`src/rtl/stopwatch_ctrl.sv`:
```
// Stopwatch run-control: button synchronisers, four-state run FSM, gated seconds
// prescaler and BCD MM:SS live/lap counters with a frozen-display mux.
module stopwatch_ctrl #(
    parameter int TICK_DIV = 50_000_000,
    parameter int CNT_W    = 26
) (
    input  logic       clk_50MHz,
    input  logic       rst_n,
    input  logic       btn_start_stop,
    input  logic       btn_lap_reset,
    output logic       running,
    output logic       lap_active,
    output logic       tick,
    output logic       overflow,
    output logic [3:0] disp_s0,
    output logic [3:0] disp_s1,
    output logic [3:0] disp_m0,
    output logic [3:0] disp_m1
);

    typedef enum logic [1:0] {IDLE = 2'd0, RUN = 2'd1, LAP = 2'd2, PAUSE = 2'd3} state_t;

    localparam logic [CNT_W-1:0] TERM = CNT_W'(TICK_DIV - 1);

    state_t           state;
    logic             ss_p0, ss_p1, ss_p2, ps;
    logic             lr_p0, lr_p1, lr_p2, pl;
    logic [CNT_W-1:0] presc;
    logic [3:0]       s0, s1, m0, m1;
    logic [3:0]       lap_s0, lap_s1, lap_m0, lap_m1;
    logic [3:0]       s0_nx, s1_nx, m0_nx, m1_nx;
    logic             c0, c1, c2, wrap, en;

    function automatic logic [3:0] bcd_inc(input logic [3:0] d, input logic [3:0] max);
        return (d == max) ? 4'd0 : d + 4'd1;
    endfunction

    assign en         = (state == RUN) || (state == LAP);
    assign tick       = en && (presc == TERM);
    assign running    = en;
    assign lap_active = (state == LAP);

    // Carry cascade for one counted second
    assign c0    = (s0 == 4'd9);
    assign c1    = c0 && (s1 == 4'd5);
    assign c2    = c1 && (m0 == 4'd9);
    assign wrap  = c2 && (m1 == 4'd5);
    assign s0_nx = bcd_inc(s0, 4'd9);
    assign s1_nx = c0 ? bcd_inc(s1, 4'd5) : s1;
    assign m0_nx = c1 ? bcd_inc(m0, 4'd9) : m0;
    assign m1_nx = c2 ? bcd_inc(m1, 4'd5) : m1;

    assign disp_s0 = lap_active ? lap_s0 : s0;
    assign disp_s1 = lap_active ? lap_s1 : s1;
    assign disp_m0 = lap_active ? lap_m0 : m0;
    assign disp_m1 = lap_active ? lap_m1 : m1;

    always_ff @(posedge clk_50MHz or negedge rst_n) begin
        if (!rst_n) begin
            state    <= IDLE;
            ss_p0    <= 1'b0;
            ss_p1    <= 1'b0;
            ss_p2    <= 1'b0;
            ps       <= 1'b0;
            lr_p0    <= 1'b0;
            lr_p1    <= 1'b0;
            lr_p2    <= 1'b0;
            pl       <= 1'b0;
            presc    <= '0;
            s0       <= 4'd0;
            s1       <= 4'd0;
            m0       <= 4'd0;
            m1       <= 4'd0;
            lap_s0   <= 4'd0;
            lap_s1   <= 4'd0;
            lap_m0   <= 4'd0;
            lap_m1   <= 4'd0;
            overflow <= 1'b0;
        end else begin
            // Two-flop synchroniser, edge-detect flop, registered one-shot pulse
            ss_p0 <= btn_start_stop;
            ss_p1 <= ss_p0;
            ss_p2 <= ss_p1;
            ps    <= ss_p1 & ~ss_p2;
            lr_p0 <= btn_lap_reset;
            lr_p1 <= lr_p0;
            lr_p2 <= lr_p1;
            pl    <= lr_p1 & ~lr_p2;

            if (tick) begin
                presc <= '0;
                s0    <= s0_nx;
                s1    <= s1_nx;
                m0    <= m0_nx;
                m1    <= m1_nx;
                if (wrap)
                    overflow <= 1'b1;
            end else if (en) begin
                presc <= presc + 1'b1;
            end

            // start_stop has priority; a coincident lap_reset pulse is dropped
            case (state)
                IDLE: begin
                    if (ps)
                        state <= RUN;
                    else if (pl)
                        overflow <= 1'b0;
                end
                RUN: begin
                    if (ps) begin
                        state <= PAUSE;
                    end else if (pl) begin
                        state  <= LAP;
                        lap_s0 <= s0;
                        lap_s1 <= s1;
                        lap_m0 <= m0;
                        lap_m1 <= m1;
                    end
                end
                LAP: begin
                    if (ps)
                        state <= PAUSE;
                    else if (pl)
                        state <= RUN;
                end
                PAUSE: begin
                    if (ps) begin
                        state <= RUN;
                    end else if (pl) begin
                        state    <= IDLE;
                        presc    <= '0;
                        s0       <= 4'd0;
                        s1       <= 4'd0;
                        m0       <= 4'd0;
                        m1       <= 4'd0;
                        lap_s0   <= 4'd0;
                        lap_s1   <= 4'd0;
                        lap_m0   <= 4'd0;
                        lap_m1   <= 4'd0;
                        overflow <= 1'b0;
                    end
                end
                default: state <= IDLE;
            endcase
        end
    end

endmodule

```
`config.mk`:
```
export PLATFORM = sky130hd
export DESIGN_NAME = stopwatch_ctrl
export DESIGN_NICKNAME = d
export VERILOG_FILES = /design/src/rtl/stopwatch_ctrl.sv
export SDC_FILE = /design/constraint.sdc
export NUM_CORES = 1
export LEC_CHECK = 0
export CAP_MARGIN = 20
export CORE_AREA = 2 2 91 75
export DETAILED_ROUTE_END_ITERATION = 8
export DIE_AREA = 0 0 93 77
export GPL_ROUTABILITY_DRIVEN = 0
export PLACE_DENSITY = 0.79
export SYNTH_ARGS = -nofsm -noshare
export SYNTH_HDL_FRONTEND = slang
export SYNTH_SLANG_ARGS = --single-unit
export TNS_END_PERCENT = 50
```
`constraint.sdc`:
```
create_clock -name clk_50MHz -period 5 [get_ports clk_50MHz]
set_clock_uncertainty 0.2 [all_clocks]
set_input_delay 1 -clock clk_50MHz [delete_from_list [all_inputs] [get_ports clk_50MHz]]
set_output_delay 1 -clock clk_50MHz [all_outputs]
set_load 0.1 [all_outputs]
```
# After elaboration in Yosys (flattened, before gate mapping)
# Index checks and enable logic that the tools add are counted.
# op_classes
add_sub_neg,5
n_eq_ne,16
muxes,59
bitwise,4
reduce_logical,10
# ops
op,count
4-bit two-way mux,37
26-bit two-way mux,5
4-bit case mux with 2 select lines,4
"26-bit by 1-bit adder with 26-bit output, second input constant",1
"26-bit == test, second input constant",1
"4-bit by 1-bit adder with 4-bit output, second input constant",4
2-bit two-way mux,7
"2-bit != test, second input constant",5
"4-bit by 3-bit == test with 1-bit output, second input constant",2
"4-bit == test, second input constant",2
2-bit case mux with 4 select lines,1
"3-bit != test, second input constant",2
1-bit two-way mux,5
5-bit AND reduction,1
"2-bit == test, second input constant",2
1-bit logical AND,4
4-bit AND reduction,1
"3-bit by 1-bit != test with 1-bit output, second input constant",1
1-bit bitwise AND,2
"2-bit by 1-bit == test with 1-bit output, second input constant",1
2-bit zero test,1
1-bit inverter,2
2-bit nonzero test,1
2-bit OR reduction,1
1-bit logical OR,1
# word_totals
output_inout_bits,20
reg_bits,69
in_bits,4
word_cells,113

# Longest topological paths before layout
# depth
depth_word,9
mapped_depth,9
depth_no_buf,6

# Worst setup path after synthesis
# No wires, ideal clock.
# synth_path
path_kind,register to output
start,register state[1]
end,output port tick
setup_slack_ns,-1.080
path_buffers,2
path_stages_with_launch,8
required_time_ns,3.800
t_arrival_ns,4.880
cell_sequence,dfrtp_1 inv_1 ha_1 buf_4 and4_1 buf_4 nand3b_1 nor4_1
# synth_via
elab_chain_len,3
word_cells_on_any_way,4
cone_classes,eq/ne: 2; reduce/logical: 2
# synth_rtl
element,line,text
start: declaration,25,state_t state;
start signal: assignment,60,state <= IDLE;
start signal: assignment,106,state <= RUN;
start signal: assignment,112,state <= PAUSE;
2-bit by 1-bit == test with 1-bit output / 2-bit == test (equally long branches),38,assign en = (state == RUN) || (state == LAP);
1-bit logical OR (*),38,
via running,11,"output logic running,"
1-bit logical AND (*),39,assign tick = en && (presc == TERM);
end: declaration,13,"output logic tick,"
# Mark *: on every way through the listed nets, which the timed path passes. The rest lies on a longest branch.

# Worst setup path in the final report
# layout_path
start,register state[0]
end,output port disp_s1[3]
# layout_via
elab_chain_len,2
# layout_rtl
element,line,text
2-bit == test,41,assign lap_active = (state == LAP);
4-bit two-way mux,54,assign disp_s1 = lap_active ? lap_s1 : s1;
end: declaration,16,"output logic [3:0] disp_s1,"
# Every way passes these cells.

==> impl_metrics.tcl <==
set metrics [dict create \
    cts_tree "built" \
    syn-num-nets 391 \
    vias_per_cell 6.033 \
    multi_input_area_um2 1810 \
    final_antenna_net_count 0 \
    peakVddDrop_v 0.0005557 \
    wl_per_cell_um 15.37 \
    cts_buffers 9 \
    path_delay_family "buffers and inverters" \
    min_period_ns 4.240 \
    antenna_found_initial 0 \
    cts.repair.resized 0 \
    hold_viol 0 \
    rsz0062_at_grt "false" \
    utilization 0.6524 \
    clock-sinks 69 \
    setup_viol 0 \
    slew_headroom 0.3001 \
    p_total_w 0.001400 \
    io_pins 24 \
    die_area_um2 7161 \
    min-delay-start "ss_p0" \
    whs_path_depth 0 \
    critPathArrivalTime_ns 3.04 \
    grt_usage 0.2301 \
    p_per_area_nw_per_um2 343.6 \
    die_h_um 77 \
    startpoint_type "register" \
    drv_slew 0 \
    ys_seq_elements 69 \
    crit_type "reg -> out" \
    grt_pass1_wl_um 13010 \
    worstMarginPinSlew_ns 1.050 \
    start_util 0.5875 \
    fp.dieW_um 93 \
    critPathSlowestCell "clkdlybuf4s50_1" \
    cts-htree-levels 3 \
    wl_um 7456 \
    final.period_utilization 0.8479 \
    syn_inst 382 \
    synthToLayoutAreaGrowth_pct 11.05 \
    place_hpwl_um 4876 \
    antenna_cells 0 \
    setup_tns_ns 0 \
    syn_area_per_cell_um2 9.607 \
    fill_cells 535 \
    synthArstFlopShare 1.000 \
    drc 0 \
    cts_setup_buffers 0 \
    overflow 0 \
    cts_root_buf "clkbuf_8" \
    synth_area_um2 3670 \
    max_stage_delay_ns 1.17 \
    clk_pin_slew_ns 0.06 \
    synth_seq_area_share 0.4705 \
    insertion_delay_ns 0.35 \
    drive_gt1_frac 0.1222 \
    drv_cap 0 \
    num_vias 2926 \
    layout_common_cells "dfrtp_1, nand2_1, o21ai_0" \
    min_path_type "reg -> reg" \
    rr_startpoint "state[0]" \
    synth_ff_type "dfrtp_1" \
    status "finished clean" \
    leakagePower_nw 1.704 \
    synth-edff-count 0 \
    finish.net_count 406 \
    cp_max_fo 22 \
    final_common_cell "dfrtp_1" \
    io_buffers 23 \
    worst_r2r_path_depth 6 \
    seqCellArea_um2 1727 \
    required_ns 3.80 \
    rr_endpoint "presc[7]" \
    crit_chain "inv_1, ha_1, nand2_1, o21ai_0, clkdlybuf4s50_1" \
    path_buf_inv 2 \
    drtPass1Iterations 4 \
    yosys.cell_types.count 47 \
    grt_pass1_vias 2793 \
    cts_buffer_depth 2 \
    coreArea_um2 6246 \
    yosys_warnings 0 \
    grt_max_degree 42 \
    drt-initial-drc-count 208 \
    ff2ff_setup_slack_ns 1.85 \
    hold_buffers 0 \
    clock.fmax_mhz 235.9 \
    rows 26 \
    critPathCaptureType "primary output" \
    whs_endpoint "ss_p1" \
]
layout make-up:
class | instances | area share
sequential | 69 | 0.4237
inverter | 11 | 0.01013
clock inverter | 2 | 0.002456
clock buffer | 13 | 0.03654
multi-input combinational | 279 | 0.4443
tap | 84 | 0.02579
timing repair buffer | 27 | 0.05711
synth_stat cells (all sizes together), types with 7 or more instances:
cell	instances	share of area
mux2	10	0.031
nand2	46	0.047
buf	8	0.012
mux2i	9	0.025
a21oi	22	0.030
nand3	11	0.015
o31ai	16	0.033
xor2	7	0.017
inv	11	0.011
clkbuf	15	0.015
nor2	17	0.017
nand4	13	0.024
o21ai	30	0.042
dfrtp	69	0.47
or3	7	0.012
nand2b	15	0.026
or4	14	0.030
flip-flops by register name (all words and copies together) (netlist names), 2 cells and up:
| name | count |
|---|---|
| s0 | 4 |
| state | 2 |
| presc | 26 |
| lap_s1 | 4 |
| lap_m1 | 4 |
| m1 | 4 |
| s1 | 4 |
| lap_m0 | 4 |
| m0 | 4 |
| lap_s0 | 4 |
worst reg2reg max path: cells and delay by family, from the launching register on:
kind,cells,cell delay [ns]
adders and majority gates,1,0.43
buffers and inverters,1,0.11
AOI/OAI and AO/OA,1,0.90
DFF,1,0.41
and+or+nand+nor,3,0.94
metal layers:
metal | track usage | share of wire
met5 | 0 | 0
met2 | 0.3623 | 0.47
met3 | 0.06189 | 0.033
met4 | 0.07794 | 0.017
met1 | 0.3096 | 0.48
metrics by stage:
step | setup WS, ns | instance area, um2 | instances | hold WS, ns
floorplan | 0.06171 | 3676 | 382 | 0.1312
global placement | 1.280 | 3901 | 469 | 0.1399
detailed placement | 1.156 | 3901 | 469 | 0.1418
CTS | 0.7641 | 4060 | 484 | 0.1614
global route | 0.6169 | 4075 | 485 | 0.1751
finish | 0.7603 | 4075 | 485 | 0.1622
cell families (layout without fill, tap and decap cells):
group | count (synthesis) | count (layout) | synth area share
simple gates | 163 | 163 | 0.2584
compound gates | 79 | 79 | 0.1289
xor+xnor | 13 | 13 | 0.03103
buf+inv | 34 | 53 | 0.03887
flops | 69 | 69 | 0.4705
mux | 19 | 19 | 0.05524
fa+ha+maj | 5 | 5 | 0.01705
worst max path at each step:
| stage | from | to | slack, ns | cells past startpoint |
|---|---|---|---|---|
| 3_3_place_gp | state[0] | disp_s1[1] | 1.28 | 5 |
| 6_report | state[0] | disp_s1[3] | 0.76 | 5 |
| 5_1_grt | state[0] | disp_s1[3] | 0.62 | 5 |
| 3_5_place_dp | state[0] | disp_s1[3] | 1.16 | 5 |
| 2_1_floorplan | state[1] | tick | 0.06 | 7 |
| 4_1_cts | state[0] | disp_s1[3] | 0.76 | 5 |
where the power goes:
group	switching [W]	total, W	leakage, nW	internal, W
Combinational	0.000255	0.000386	0.685	0.000130
Clock	0.000200	0.000389	0.0833	0.000190
Sequential	0.0000324	0.000625	0.936	0.000593
Total	0.000487	0.00140	1.70	0.000913
Note: power is estimated with default switching activity, not from simulation.
